<file path="src/rtl/muldiv_unit.sv">
// Iterative RV32M multiply/divide unit: radix-2 shift-add multiply and restoring divide.
// The fixed 34-cycle schedule runs IDLE -> RUN (32 iterations) -> FIN, with a Done pulse and RegFile write strobe.
module muldiv_unit #(
  parameter int unsigned XLEN       = 32,
  parameter int unsigned REG_ADDR_W = 5
) (
  input  logic                  clock,
  input  logic                  Reset,
  input  logic                  Start,
  input  logic [2:0]            Funct3,
  input  logic [XLEN-1:0]       RD1,
  input  logic [XLEN-1:0]       RD2,
  input  logic [REG_ADDR_W-1:0] RdIn,
  output logic                  Busy,
  output logic                  Done,
  output logic [XLEN-1:0]       Result,
  output logic [REG_ADDR_W-1:0] RdOut,
  output logic                  RegWEn
);

  localparam int unsigned PW    = 2 * XLEN;
  localparam int unsigned CNT_W = $clog2(XLEN);

  typedef enum logic [1:0] {S_IDLE, S_RUN, S_FIN} state_t;

  state_t                state, state_n;
  logic [CNT_W-1:0]      cnt, cnt_n;
  logic [PW-1:0]         acc, acc_n;
  logic [XLEN-1:0]       op_a, op_a_n, op_b, op_b_n;
  logic [2:0]            funct, funct_n;
  logic                  neg_q, neg_q_n, neg_r, neg_r_n;
  logic [REG_ADDR_W-1:0] rd, rd_n;
  logic                  busy_n, done_n, regwen_n;
  logic [XLEN-1:0]       result_n;
  logic [REG_ADDR_W-1:0] rd_out_n;

  // Operand decode for a new request: signedness per op, magnitudes and result signs
  logic            a_signed, b_signed, a_neg, b_neg;
  logic [XLEN-1:0] a_mag, b_mag;

  always_comb begin
    a_signed = (Funct3 != 3'd3) && (Funct3 != 3'd5) && (Funct3 != 3'd7);
    b_signed = a_signed && (Funct3 != 3'd2);
    a_neg    = a_signed && RD1[XLEN-1];
    b_neg    = b_signed && RD2[XLEN-1];
    a_mag    = a_neg ? -RD1 : RD1;
    b_mag    = b_neg ? -RD2 : RD2;
  end

  // One iteration of each algorithm plus the sign-corrected final values
  logic [XLEN:0]   mul_sum;
  logic [XLEN:0]   div_top;
  logic            div_ge;
  logic [XLEN-1:0] div_diff;
  logic [PW-1:0]   prod_s;
  logic [XLEN-1:0] quo_s, rem_s, fin_val;

  always_comb begin
    mul_sum  = {1'b0, acc[PW-1:XLEN]} + {1'b0, op_a};
    div_top  = acc[PW-1:XLEN-1];
    div_ge   = div_top >= {1'b0, op_b};
    div_diff = XLEN'(div_top - {1'b0, op_b});
    prod_s   = neg_q ? -acc : acc;
    quo_s    = neg_q ? -acc[XLEN-1:0] : acc[XLEN-1:0];
    rem_s    = neg_r ? -acc[PW-1:XLEN] : acc[PW-1:XLEN];
    fin_val  = '0;
    if (!funct[2]) begin
      fin_val = (funct[1:0] == 2'b00) ? prod_s[XLEN-1:0] : prod_s[PW-1:XLEN];
    end else if (op_b == '0) begin
      // Divide by zero: all-ones quotient, remainder is rs1 unchanged
      fin_val = funct[1] ? (neg_r ? -op_a : op_a) : {XLEN{1'b1}};
    end else begin
      fin_val = funct[1] ? rem_s : quo_s;
    end
  end

  // Next-state and next-output logic
  always_comb begin
    state_n  = state;
    cnt_n    = cnt;
    acc_n    = acc;
    op_a_n   = op_a;
    op_b_n   = op_b;
    funct_n  = funct;
    neg_q_n  = neg_q;
    neg_r_n  = neg_r;
    rd_n     = rd;
    busy_n   = Busy;
    done_n   = 1'b0;
    regwen_n = 1'b0;
    result_n = Result;
    rd_out_n = RdOut;
    case (state)
      S_IDLE: begin
        if (Start) begin
          state_n = S_RUN;
          cnt_n   = '0;
          funct_n = Funct3;
          rd_n    = RdIn;
          op_a_n  = a_mag;
          op_b_n  = b_mag;
          neg_q_n = a_neg ^ b_neg;
          neg_r_n = a_neg;
          acc_n   = Funct3[2] ? {{XLEN{1'b0}}, a_mag} : {{XLEN{1'b0}}, b_mag};
          busy_n  = 1'b1;
        end
      end
      S_RUN: begin
        if (!funct[2]) begin
          acc_n = acc[0] ? {mul_sum, acc[XLEN-1:1]} : {1'b0, acc[PW-1:1]};
        end else begin
          acc_n = div_ge ? {div_diff, acc[XLEN-2:0], 1'b1} : {acc[PW-2:0], 1'b0};
        end
        cnt_n = cnt + CNT_W'(1);
        if (cnt == CNT_W'(XLEN - 1)) begin
          state_n = S_FIN;
          cnt_n   = '0;
        end
      end
      S_FIN: begin
        state_n  = S_IDLE;
        busy_n   = 1'b0;
        done_n   = 1'b1;
        result_n = fin_val;
        rd_out_n = rd;
        regwen_n = (rd != '0);
      end
      default: state_n = S_IDLE;
    endcase
  end

  always_ff @(posedge clock or negedge Reset) begin
    if (!Reset) begin
      state  <= S_IDLE;
      cnt    <= '0;
      acc    <= '0;
      op_a   <= '0;
      op_b   <= '0;
      funct  <= '0;
      neg_q  <= 1'b0;
      neg_r  <= 1'b0;
      rd     <= '0;
      Busy   <= 1'b0;
      Done   <= 1'b0;
      RegWEn <= 1'b0;
      Result <= '0;
      RdOut  <= '0;
    end else begin
      state  <= state_n;
      cnt    <= cnt_n;
      acc    <= acc_n;
      op_a   <= op_a_n;
      op_b   <= op_b_n;
      funct  <= funct_n;
      neg_q  <= neg_q_n;
      neg_r  <= neg_r_n;
      rd     <= rd_n;
      Busy   <= busy_n;
      Done   <= done_n;
      RegWEn <= regwen_n;
      Result <= result_n;
      RdOut  <= rd_out_n;
    end
  end

endmodule

</file>
<file path="config.mk">
export PLATFORM = sky130hd
export DESIGN_NAME = muldiv_unit
export DESIGN_NICKNAME = d
export VERILOG_FILES = /design/src/rtl/muldiv_unit.sv
export SDC_FILE = /design/constraint.sdc
export NUM_CORES = 1
export LEC_CHECK = 0
export CAP_MARGIN = 15
export CORE_UTILIZATION = 35
export CTS_CLUSTER_SIZE = 16
export DETAILED_ROUTE_END_ITERATION = 8
export PLACE_DENSITY = 0.5
export SYNTH_ARGS = -nofsm -noshare
export SYNTH_HDL_FRONTEND = slang
export SYNTH_SLANG_ARGS = --single-unit
</file>
<file path="constraint.sdc">
create_clock -name clock -period 3.8 [get_ports clock]
set_input_delay 0.95 -clock clock [delete_from_list [all_inputs] [get_ports clock]]
set_output_delay 0.95 -clock clock [all_outputs]
set_load 0.05 [all_outputs]
</file>
==> results of run 1 <==
metrics by stage:
step,area [µm²],cells
after floorplan,16740,2168
after global placement,19460,2906
after detailed placement,19460,2906
after CTS,20050,2938
after global routing,20080,2939
final,20080,2939
kinds of logic after synthesis:
kind of cell,Yosys count
XOR/XNOR,229
AND/OR/NAND/NOR,689
multiplexers,69
flip-flops,185
adder cells (fa/ha/maj),73
AO/OA/AOI/OAI,707
buffers and inverters,216
worst max-delay path: stages, from the launching register on:
cell,delay (ns)
dfrtp_1,0.52
ha_1,0.46
a211oi_1,0.27
o221ai_1,0.20
or2_2,0.32
o21ba_2,0.24
a2111oi_0,0.44
buf_4,0.21
nor3_1,0.07
or4_1,0.48
a21oi_1,0.22
nor4_1,0.07
synthesized netlist by cell type, drive strengths merged, types with 6 or more instances:
master,n
nand4,17
o21a,8
o21bai,8
ha,71
buf,18
nor4,27
or4,28
nand3,37
a22oi,15
a221oi,17
nor3,38
a311oi,6
a211oi,44
dfrtp,185
nor2b,30
mux2i,66
nand2,297
xor2,114
nor2,144
clkbuf,135
o41ai,23
or2,6
nand3b,6
a31oi,29
a221o,11
a22o,7
and2,9
nand2b,14
o211ai,26
o31ai,43
o21ai,217
a21o,22
a21oi,182
or3,18
o221ai,10
inv,60
xnor2,115
power by group:
group / switching (mW) / internal (mW) / total (mW)
Combinational: 9.21 / 6.05 / 15.3
Sequential: 1.59 / 2.87 / 4.46
Clock: 0.960 / 0.936 / 1.90
cell type report:
type / instances / area [µm²] / share of cell area [%]
Timing Repair Buffer: 285 / 2524 / 12.57
Inverter: 63 / 236.5 / 1.178
Multi-Input combinational cell: 1767 / 11330 / 56.44
Clock buffer: 18 / 429.2 / 2.137
Tap cell: 607 / 759.5 / 3.783
Clock inverter: 14 / 161.4 / 0.8039
Sequential cell: 185 / 4636 / 23.09
registers in the layout, indices dropped and copies added (netlist names), 2 cells and up:
name    flops
funct       3
state       2
acc        64
Result     32
op_b       32
op_a       32
cnt         5
rd          5
RdOut       5
metal layers:
metal	up-vias	part of all wire, %
met5	-	0.018
met4	2	3.8
met3	112	6.3
met2	629	45
met1	8377	45
li1	8175	-
worst paths after layout:
| check | end | depth (start not counted) | startpoint |
|---|---|---|---|
| hold reg to reg | RdOut[3] | 2 | RdOut[3] |
| hold / removal | acc[36] | 1 | Reset |
| min in group clock | RdOut[3] | 2 | RdOut[3] |
| setup / recovery | acc[61] | 11 | acc[39] |
| setup reg to reg | acc[61] | 11 | acc[39] |
| max in group asynchronous | neg_q | 2 | Reset |
==> results.cfg, run 1 <==
[clocking]
cts_sinks = 185
cts_setup_buffers = 0
cts.path.max_buffers = 2
ctsHoldBuffers = 0
clk_pin_slew_ns = 0.08
root_buffer = clkbuf_16
insertion_delay_ns = 0.51
cts_tree = done
numCtsBuffers = 17
h-tree-depth = 4
cts_resized = 0

[floorplan]
initial_utilization_pct = 35.74
coreArea_mm2 = 0.04685
pin_count = 115
die_w_um = 220.7
die_area_mm2 = 0.04872
die_h_um = 220.7
row_count = 79

[global_route]
grtUsageMet3_pct = 4.935
grt_pass1_wl_um = 107200
grt_max_degree = 88
grt_use_total_pct = 30.30
grt_pass1_vias = 16887
gr-usage-met2_pct = 47.92
grt_antenna_before_repair = 2
use_met1_pct = 40.87
grt_busiest_layer = met2
grt-ovfl-total = 0

[finish]
drive_above_1_share_pct = 10.16
fill_cells = 4856
nets = 2467
syn2layout_area_growth_pct = 19.91
final_common_cell = nand2_1
mostFrequentLayoutCells = nand2_1, o21ai_0, dfrtp_1, a21oi_1, buf_4
final_util_pct = 42.85
n_antenna_cell = 0

[sta]
slew_headroom_pct = 38.64
whs_ns = 0.4857
report.final.slew_viol_count = 0
rsz0062_at_grt = false
tightest_slew_ns = 0.9203
period_minus_slack_ns = 3.610
clock-skew-final_ns = 0.01429
fmax_mhz = 277.0
setup_tns_ns = 0
finalHoldViolCount = 0
setup_viol = 0
setup_slack_ns = 0.1903
finalCritPeriodShare_pct = 94.99

[placement]
dpl.hpwl_um = 58580
gp_congestion = 0.9417
pre_cts_ws_ns = -0.1119
io_buffers = 114

[yosys]
ys_ff_latch = 185
synth-seq-area-share_pct = 27.65
syn_inst = 2168
synthArstFlopShare_pct = 100.0
synth.avg_cell_area_um2 = 7.724
synth_flop_cell = dfrtp_1
syn_area_mm2 = 0.01674
ys_types = 76
synth_top_family_by_area = compound AO/OA/AOI/OAI gates
synthXorXnorAreaFrac_pct = 11.98
yosys-top-cells-area = dfrtp_1, nand2_1, o21ai_0
synth.top_cell.area_share_pct = 27.65
synth_edf_count = 0
synthAdderAreaFrac_pct = 5.544
synthMuxAreaShare_pct = 4.147
yosys.area.top_type = dfrtp_1
syn_nets = 2316
yosysWarnings = 0
yosys.area_share.simple_pct = 19.13
synth_compound_area_share_pct = 26.69

[routing]
num_vias = 17295
ant_nets = 0
via_per_inst = 5.885
post-route-drc-count = 2
drtIter0Drc = 1610
firstDrtPassIters = 8
drt-wirelength-per-cell_um = 24.75
wirelength_um = 72730

[setup_path]
start_kind = flop
crit_type = reg -> reg
worst_setup_path_end_kind = flop
cp.required_ns = 4.18
critPathMaxFanout = 6
rrSetupSlack_ns = 0.19
arrival_ns = 3.99

[power_and_ir_drop]
p_total_mw = 21.62
power.leakage_nw = 8.139
power_density_mw_per_mm2 = 1077
max-vdd-ir-drop_mv = 0.5364

[status]
outcome = finished with violations
failed_checks = DRC

[hold_path]
hp-class = in -> async

[flow_run]
maxCapViolations = 0
Power figures use the tool's default switching activity.
==> run 2: changes to the inputs <==
==> constraint.sdc (replaced) <==
create_clock -name clock -period 3.8 [get_ports clock]
set_input_delay 0.95 -clock clock [delete_from_list [all_inputs] [get_ports clock]]
set_output_delay 0.95 -clock clock [all_outputs]
set_load 0.005 [all_outputs]
==> results of run 2 <==
Same layout as run 1 (identical final DEF). Status: finished with violations: DRC.
Main changes from that run: total power 21.62 mW -> 21.35 mW
==> run 3: changes to the inputs <==
==> constraint.sdc (replaced) <==
create_clock -name clock -period 3.8 [get_ports clock]
set_input_delay 0.76 -clock clock [delete_from_list [all_inputs] [get_ports clock]]
set_output_delay 0.76 -clock clock [all_outputs]
set_load 0.005 [all_outputs]
==> results.cfg, run 3 (synthesis results as in run 1) <==
[status]
outcome = finished with violations
failed_checks = DRC

[sta]
rsz0062_at_grt = false
finalCritPeriodShare_pct = 93.67
setup_slack_ns = 0.2406
slew_headroom_pct = 40.73
whs_ns = 0.2372
clock-skew-final_ns = 0.01370
setup_tns_ns = 0
report.final.slew_viol_count = 0
tightest_slew_ns = 0.8864
fmax_mhz = 281.0
setup_viol = 0
period_minus_slack_ns = 3.559
finalHoldViolCount = 0

[power_and_ir_drop]
p_total_mw = 21.18
power_density_mw_per_mm2 = 1067
power.leakage_nw = 7.993
max-vdd-ir-drop_mv = 0.6047

[finish]
multi_input_area_mm2 = 0.01133
ff_latch_area_mm2 = 0.004636
fill_cells = 4874
final_util_pct = 42.35
postLayoutCellArea_mm2 = 0.01984
syn2layout_area_growth_pct = 18.50
final_common_cell = nand2_1
fin_cells = 2912
drive_above_1_share_pct = 9.071
nets = 2440
top_register = acc
largest_reg_flops = 64
mostFrequentLayoutCells = nand2_1, o21ai_0, dfrtp_1, a21oi_1, nor2_1

[floorplan]
row_count = 79
die_w_um = 220.7
pin_count = 115
die_area_mm2 = 0.04872
initial_utilization_pct = 35.74
coreArea_mm2 = 0.04685
die_h_um = 220.7

[placement]
dpl.hpwl_um = 57870
pre_cts_ws_ns = 0.04261
dp.cells = 2880
io_buffers = 114
gp_congestion = 0.9561
placedInstanceArea_mm2 = 0.01926

[clocking]
numCtsBuffers = 17
cts_sinks = 185
root_buffer = clkbuf_16
insertion_delay_ns = 0.50
ctsHoldBuffers = 0
cts.path.max_buffers = 2
h-tree-depth = 4
clk_pin_slew_ns = 0.08
cts_tree = done
cts_resized = 0
cts_setup_buffers = 0

[setup_path]
slowest_delay_ns = 0.50
critPathMaxFanout = 6
cp_slowest_cell = dfrtp_1
worst_setup_path_end_kind = flop
arrival_ns = 3.94
cp.required_ns = 4.18
crit_type = reg -> reg
start_kind = flop
cp_cell_sequence = ha_1 > a211oi_1 > o221ai_1 > or2_2 > o21ba_2 > a2111oi_0 > buf_4 > nor3_1 > or4_1 > a21oi_1 > nor4_1

[global_route]
grt_max_degree = 74
grt_pass1_vias = 16556
grt-ovfl-total = 0
grt_use_total_pct = 29.79
grt_pass1_wl_um = 105700
grt_antenna_before_repair = 0

[routing]
ant_nets = 0
firstDrtPassIters = 7
post-route-drc-count = 4
drtIter0Drc = 1457
num_vias = 17086
via_per_inst = 5.867
wirelength_um = 71760
drt-wirelength-per-cell_um = 24.64

[hold_path]
hp-class = in -> async

[flow_run]
maxCapViolations = 0
-- run 3: worst max-delay path, delay by kind of cell, from the launching register on --
kind,cells,cell delay (ns)
buf+inv,1,0.21
flops,1,0.50
compound gates,5,1.36
fa+ha+maj,1,0.44
simple gates,4,0.90
-- run 3: worst paths after layout --
| kind | startpoint | to | slack [ns] | depth (start not counted) |
|---|---|---|---|---|
| max | acc[39] | acc[61] | 0.24 | 11 |
| max in group asynchronous | Reset | neg_q | 2.62 | 2 |
| max reg2reg | acc[39] | acc[61] | 0.24 | 11 |
| min reg2reg | RdOut[2] | RdOut[2] | 0.48 | 2 |
| min | Reset | acc[38] | 0.24 | 1 |
| min in group clock | RdOut[2] | RdOut[2] | 0.48 | 2 |
-- run 3: layout make-up --
cell class                      instances  share of cell area (%)
Antenna cell                            1                 0.01261
Clock buffer                           17                   2.144
Clock inverter                         14                  0.8008
Inverter                               63                   1.192
Multi-Input combinational cell       1767                   57.09
Sequential cell                       185                   23.36
Tap cell                              607                   3.827
Timing Repair Buffer                  258                   11.57
-- run 3: per-layer routing --
metal / up-vias / GRT usage [%] / part of all wire [%]
li1: 8115 / - / -
met1: 8305 / 40.24 / 45
met3: 97 / 5.388 / 6.3
met5: - / 0 / 0
met4: 0 / 9.635 / 3.0
met2: 569 / 47.82 / 46
-- run 3: where the power goes --
group,leakage [nW],internal (mW),total (mW),switching [mW]
Clock,0.281,0.875,1.87,0.991
Sequential,2.26,2.87,4.43,1.56
Combinational,5.46,5.97,14.9,8.91
Total,7.99,9.71,21.2,11.5
